### config.mk
export PLATFORM = sky130hd
export DESIGN_NAME = bus_xfer_ctrl
export DESIGN_NICKNAME = d
export VERILOG_FILES = /design/src/rtl/bus_xfer_ctrl_pkg.sv /design/src/rtl/bus_xfer_ctrl_sel_decoder.sv /design/src/rtl/bus_xfer_ctrl.sv
export SDC_FILE = /design/constraint.sdc
export NUM_CORES = 1
export LEC_CHECK = 0
export CORE_MARGIN = 8
export CORE_UTILIZATION = 23
export DETAILED_ROUTE_END_ITERATION = 6
export SYNTH_ARGS = -nofsm -noshare
export SYNTH_HDL_FRONTEND = slang
export SYNTH_SLANG_ARGS = --single-unit
export TNS_END_PERCENT = 1
### constraint.sdc
create_clock -name clock -period 2.18 [get_ports clock]
set_clock_uncertainty 0.15 [all_clocks]
set_input_delay 0.436 -clock clock [delete_from_list [all_inputs] [get_ports clock]]
set_output_delay 0.436 -clock clock [all_outputs]
set_load 0.05 [all_outputs]
### src/rtl/bus_xfer_ctrl_pkg.sv
// Shared types and register codes for the register-to-register bus transfer controller.
// Everything here is used by both the controller and its select decoder.
package bus_xfer_ctrl_pkg;

    typedef enum logic [2:0] {
        ST_IDLE  = 3'd0,
        ST_DRIVE = 3'd1,
        ST_LOAD  = 3'd2,
        ST_DONE  = 3'd3,
        ST_ERR   = 3'd4
    } state_t;

    localparam int CODE_W      = 5;
    localparam int ONEHOT_W    = 32;
    localparam int COUNT_W     = 16;
    localparam int SETTLE_W    = 4;
    localparam int NUM_BUS_SRC = 3;

    localparam logic [CODE_W-1:0] CODE_R0  = 5'd0;
    localparam logic [CODE_W-1:0] CODE_R1  = 5'd1;
    localparam logic [CODE_W-1:0] CODE_MDR = 5'd2;

    // Only R0, R1 and MDR exist on the bus; every other code is rejected.
    function automatic logic code_valid(input logic [CODE_W-1:0] code);
        return code <= CODE_MDR;
    endfunction

endpackage

### src/rtl/bus_xfer_ctrl_sel_decoder.sv
// Register code to one-hot enable decoder; unknown codes and a low enable give all zeros.
module sel_decoder
    import bus_xfer_ctrl_pkg::*;
(
    input  logic                en,
    input  logic [CODE_W-1:0]   code,
    output logic [ONEHOT_W-1:0] onehot
);

    always_comb begin
        onehot = '0;
        if (en && code_valid(code)) begin
            onehot[code] = 1'b1;
        end
    end

endmodule

### src/rtl/bus_xfer_ctrl.sv
// Sequences a bus transfer: drive the source for SETTLE_CYCLES, load the destination, report done.
// All outputs come straight from flops fed by the next-state decode.
module bus_xfer_ctrl
    import bus_xfer_ctrl_pkg::*;
#(
    parameter int SETTLE_CYCLES = 1
) (
    input  logic                clock,
    input  logic                clear,
    input  logic                req,
    input  logic [CODE_W-1:0]   src_sel,
    input  logic [CODE_W-1:0]   dst_sel,
    output logic [ONEHOT_W-1:0] drive_out,
    output logic [ONEHOT_W-1:0] load_in,
    output logic                busy,
    output logic                done,
    output logic                err,
    output logic [COUNT_W-1:0]  xfer_count
);

    localparam logic [SETTLE_W-1:0] SETTLE_LAST = SETTLE_W'(SETTLE_CYCLES - 1);

    state_t                state;
    state_t                state_nxt;
    logic [CODE_W-1:0]     src_q;
    logic [CODE_W-1:0]     dst_q;
    logic [CODE_W-1:0]     src_nxt;
    logic [CODE_W-1:0]     dst_nxt;
    logic [SETTLE_W-1:0]   settle_cnt;
    logic [SETTLE_W-1:0]   settle_nxt;
    logic                  drive_en;
    logic                  load_en;
    logic [ONEHOT_W-1:0]   drive_nxt;
    logic [ONEHOT_W-1:0]   load_nxt;

    always_ff @(posedge clock or negedge clear) begin
        if (!clear) begin
            state      <= ST_IDLE;
            src_q      <= '0;
            dst_q      <= '0;
            settle_cnt <= '0;
            drive_out  <= '0;
            load_in    <= '0;
            busy       <= 1'b0;
            done       <= 1'b0;
            err        <= 1'b0;
            xfer_count <= '0;
        end else begin
            state      <= state_nxt;
            src_q      <= src_nxt;
            dst_q      <= dst_nxt;
            settle_cnt <= settle_nxt;
            drive_out  <= drive_nxt;
            load_in    <= load_nxt;
            busy       <= (state_nxt != ST_IDLE);
            done       <= (state_nxt == ST_DONE);
            err        <= (state_nxt == ST_ERR);
            if (state_nxt == ST_DONE) begin
                xfer_count <= xfer_count + 16'd1;
            end
        end
    end

    // Codes are captured only when a legal request is accepted in IDLE.
    always_comb begin
        state_nxt  = state;
        src_nxt    = src_q;
        dst_nxt    = dst_q;
        settle_nxt = settle_cnt;
        case (state)
            ST_IDLE: begin
                settle_nxt = '0;
                if (req) begin
                    if (code_valid(src_sel) && code_valid(dst_sel)) begin
                        state_nxt = ST_DRIVE;
                        src_nxt   = src_sel;
                        dst_nxt   = dst_sel;
                    end else begin
                        state_nxt = ST_ERR;
                    end
                end
            end
            ST_DRIVE: begin
                if (settle_cnt == SETTLE_LAST) begin
                    state_nxt  = ST_LOAD;
                    settle_nxt = '0;
                end else begin
                    settle_nxt = settle_cnt + 4'd1;
                end
            end
            ST_LOAD:  state_nxt = ST_DONE;
            ST_DONE:  state_nxt = ST_IDLE;
            ST_ERR:   state_nxt = ST_IDLE;
            default:  state_nxt = ST_IDLE;
        endcase
    end

    // Enables are decoded from the upcoming state so the output flops line up with it.
    always_comb begin
        drive_en = (state_nxt == ST_DRIVE) || (state_nxt == ST_LOAD);
        load_en  = (state_nxt == ST_LOAD);
    end

    sel_decoder u_drive_dec (
        .en     (drive_en),
        .code   (src_nxt),
        .onehot (drive_nxt)
    );

    sel_decoder u_load_dec (
        .en     (load_en),
        .code   (dst_nxt),
        .onehot (load_nxt)
    );

endmodule

==> results <==
- Data on the critical path is required at its endpoint by 1.59 ns.
- Dividing the final minimum period by the clock period gives 0.963.
- CTS saw 100 sinks.
- The via count of the first global-routing pass was 2152.
- Of the total synthesized cell area, the portion taken by full adders, half adders and majority gates is 0.0115.
- The first global-routing pass estimated 11.2 mm of wire.
- The weighted congestion reported at the end of routability-driven placement is 0.715.
- In this run, the number of DRC markers left after iteration 0 of detailed routing was 131.
- The post-synthesis async set-or-reset flop share is 1.00.
- Data arrives at the worst endpoint at 1.51 ns.
- After floorplanning, the core was divided into 43 placement rows.
- Once the clock tree was built, the setup fixing pass inserted 0 buffers.
- No sink is reached through more buffers than the 2 on the longest clock path.
- The class of the most critical hold timing path is in -> async.
- The total power density per cell area is 943 nW/um^2.
- Summing all multi-input logic gate instances after layout gives 932 sq um.
- The remaining antenna violation count after routing is 0.
- After clock tree synthesis, the clock-pin slew on the worst setup and hold paths is 0.07 ns.
- For this run, the number of Yosys warnings is 0.
- The setup check on the worst reg-to-reg path leaves a slack of 0.36 ns.
- In this run, synthesis produced a sequential element count of 100.
- The number of fill cells in the layout is 1345.
- The final total power is 4.70 mW.
- The root buffer cell is sky130_fd_sc_hd__clkbuf_16.
- The die is 135 um tall.
- The number of hold violations in the final report is 0.
- In the synthesized netlist the dominant register cell turns out to be sky130_fd_sc_hd__dfrtp_1.
- After technology mapping, the gate count stands at 211.
- The share of post-route cells with drive strength above 1 is 0.138.
- Across the run, the number of max-cap violations was 0.
- The run finished with clean final reports.
- The simple-gate share of the synthesized area is 0.120.
- The maximum frequency from static timing analysis is 477 MHz.
- The worst setup path is of the reg -> out kind.
- The number of clock buffers added by TritonCTS is 9.
- The total vias in the final route is 2065.
- The number of antenna violations at the first check in global routing is 0.
- The non-filler instance count after layout is 565.
- The transition time at the pin with the least slew margin is 0.536 ns.
- In this design, the stage delay of the slowest critical-path cell is 0.81 ns.
- In this run the standard cell core region covers 13900 sq um.
- The type of element launching the critical path is a register.
- The clock tree from TritonCTS is yes.
- The worst supply voltage drop on vdd is 0.000358 V.
- The number of placed instances, taps included, is 548.
- The floorplan step set the die width to 135 um.
- The number of pins with negative max-slew slack in the final report was 0.
- Among cell families on the critical path, the largest total delay comes from buffers and inverters.
- Summed over all layers, the routed wires come to 6.81 mm.
- The fraction of the mapped netlist area in compound gates is 0.0287.
- Of all nets on the critical path, the largest fanout is 2.
- Clock latency on the worst-skew pair, taken at its later pin, is 0.34 ns.
- For this configuration, the core starts out at a cell density of 0.235.
- The critical path goes through clkdlybuf4s50_1.
- The final setup violation count is 0.
- The count of buffers added on input and output ports is 95.
- STA classifies the critical path endpoint as a primary output.
- Hold timing on the final database bottoms out at a slack of 0.308 ns.
- The count of distinct cell types in the synthesized netlist is 41.
- The total leakage power is 2.39 nW.
- The clock tree synthesis step divided the H-tree into 3 levels.
- For this run, the total global-route usage over all layers was measured as 0.0801.
- Of the total synthesized cell area, the portion taken by XOR and XNOR cells is 0.0402.
- The number of flops mapped to enable cells by yosys is 0.
- The count of pins on the block boundary is 96.
- The signed area change from the synthesized netlist to the final layout is 52.4%.
- The number of nets in the finished design is 396.
- The antenna diode instance count is 0.
- Setup repair after global routing left no endpoint under its margin.
- Of the synthesized area, sequential elements account for 0.766.
- Counting I/O delays and the setup requirement, the final critical path takes 2.10 ns.
- The total overflow left after global routing is 0.
- Headroom to the max-slew limit came out at 0.641.
- The detailed-route vias per instance is 3.65.
- The proportion of synthesized area in mux cells is 0.0184.
- In this run the cell area of the synthesized design comes to 3270 sq um.
- The footprint of the flip-flops and latches is 2500 sq um.
- The per-cell routed wire length is 12.0 um.
- The detailed-route DRC error count is 0.
- The worst path buffer plus inverter count is 1.
- The dominant combinational cell family by area after synthesis is simple AND/OR/NAND/NOR gates.
- The average instance in the mapped netlist occupies 15.5 sq um.
- The slowest stage of the critical path belongs to the cell sky130_fd_sc_hd__clkdlybuf4s50_1.
- The area enclosed by the die boundary is 18300 sq um.
- Once detailed placement completed, the half-perimeter wirelength came to 5.07 mm.
- For this run, the share of the core covered by cells in the final layout is 0.359.
- The setup slack after placement is -0.173 ns.
- The first-pass iteration count of the detailed router is 4.
- The maximum number of pins on one net before global-route repair is 63.
- The post-route worst setup slack is 0.0817 ns.
==> logic make-up (layout without fill, tap and decap cells) <==
| kind of cell | Yosys count | after routing |
|---|---|---|
| muxes | 5 | 5 |
| adders and majority gates | 3 | 3 |
| other | 1 | 58 |
| DFF | 100 | 100 |
| and+or+nand+nor | 63 | 63 |
| AOI/OAI and AO/OA | 14 | 14 |
| buffers and inverters | 10 | 127 |
| xor gates and xnor gates | 15 | 15 |
==> cell usage in the layout, fill, tap and decap left out, types with 2 or more instances in the layout <==
master	netlist	final
sky130_fd_sc_hd__dfrtp_1	100	100
sky130_fd_sc_hd__clkdlybuf4s50_1	0	79
sky130_fd_sc_hd__conb_1	1	58
sky130_fd_sc_hd__buf_4	0	17
sky130_fd_sc_hd__xnor2_1	11	11
sky130_fd_sc_hd__nand3_1	9	9
sky130_fd_sc_hd__clkbuf_16	0	9
sky130_fd_sc_hd__nor2_1	8	8
sky130_fd_sc_hd__nand2_1	8	8
sky130_fd_sc_hd__and2_2	6	6
sky130_fd_sc_hd__nand4_1	6	6
sky130_fd_sc_hd__nor3_1	5	5
sky130_fd_sc_hd__inv_1	5	5
sky130_fd_sc_hd__mux2_2	4	4
sky130_fd_sc_hd__o21ai_0	4	4
sky130_fd_sc_hd__xor2_1	4	4
sky130_fd_sc_hd__dlygate4sd2_1	0	4
sky130_fd_sc_hd__nor3b_1	3	3
sky130_fd_sc_hd__ha_1	3	3
sky130_fd_sc_hd__dlymetal6s2s_1	0	3
sky130_fd_sc_hd__a211oi_1	2	2
sky130_fd_sc_hd__nor2b_1	2	2
sky130_fd_sc_hd__a21oi_1	2	2
sky130_fd_sc_hd__nor4_1	2	2
sky130_fd_sc_hd__and3_1	2	2
sky130_fd_sc_hd__or2_2	2	2
sky130_fd_sc_hd__a22o_1	2	2
sky130_fd_sc_hd__clkinv_2	0	2
sky130_fd_sc_hd__inv_6	0	2
==> area by class of cell <==
class	count	share of cell area
clock inverter	5	0.00703
tap	180	0.0452
timing repair buffer	105	0.205
sequential	100	0.502
clock buffer	11	0.0487
multi-input combinational	158	0.187
inverter	6	0.00452
==> synthesized netlist by cell type (2+ instances only) <==
library cell               count  area (sq um)
sky130_fd_sc_hd__ha_1          3          37.5
sky130_fd_sc_hd__nand2_1       8          30.0
sky130_fd_sc_hd__xor2_1        4          35.0
sky130_fd_sc_hd__a21oi_1       2          10.0
sky130_fd_sc_hd__and2_2        6          45.0
sky130_fd_sc_hd__dfrtp_1     100          2500
sky130_fd_sc_hd__nor3b_1       3          22.5
sky130_fd_sc_hd__or2_2         2          12.5
sky130_fd_sc_hd__nor3_1        5          25.0
sky130_fd_sc_hd__nor2_1        8          30.0
sky130_fd_sc_hd__nor4_1        2          12.5
sky130_fd_sc_hd__xnor2_1      11          96.3
sky130_fd_sc_hd__o21ai_0       4          20.0
sky130_fd_sc_hd__buf_2         2          10.0
sky130_fd_sc_hd__mux2_2        4          45.0
sky130_fd_sc_hd__nand3_1       9          45.0
sky130_fd_sc_hd__nor2b_1       2          12.5
sky130_fd_sc_hd__a211oi_1      2          15.0
sky130_fd_sc_hd__nand4_1       6          37.5
sky130_fd_sc_hd__a22o_1        2          17.5
sky130_fd_sc_hd__and3_1        2          12.5
sky130_fd_sc_hd__inv_1         5          18.8
==> final timing paths <==
kind | from | to | cells past startpoint
setup / recovery | xfer_count[15] | xfer_count[15] | 1
hold / removal | clear | drive_out[19] | 2
setup reg to reg | state[1] | xfer_count[12] | 5
hold reg to reg | xfer_count[15] | xfer_count[15] | 1
max in group asynchronous | clear | settle_cnt[2] | 3
min in group clock | xfer_count[15] | xfer_count[15] | 1
==> layer usage <==
metal / global-route usage / wire (um) / vias up
li1: - / - / 991
met1: 0.0900 / 2870 / 997
met2: 0.122 / 3190 / 64
met3: 0.0315 / 546 / 13
met4: 0.0592 / 204 / 0
met5: 0 / 0 / -
==> repair_timing <==
action                                 in CTS  in global routing
endpoints found under the hold margin       7                  0
pin swaps                                   0                  0
hold buffers                                1                  0
setup endpoints to repair                   4                  3
resized for setup                           4                  3
==> through the flow <==
stage	TNS [ns]	instance area [sq um]
2_1_floorplan	0	3480
3_3_place_gp	-0.854	4690
3_5_place_dp	-1.16	4690
4_1_cts	0	4970
5_1_grt	0	4980
6_report	0	4980
==> sequential cells by signal (all words and copies together) (netlist names), 3 cells and up <==
name	cells
drive_out	32
dst_q	5
load_in	32
settle_cnt	4
src_q	5
state	3
xfer_count	16
==> report_power, final <==
part	internal, mW	switching (mW)	total [mW]
clock	0.810	0.680	1.49
sequential	2.01	0.102	2.11
combinational	0.371	0.726	1.10
Power figures use the tool's default switching activity.
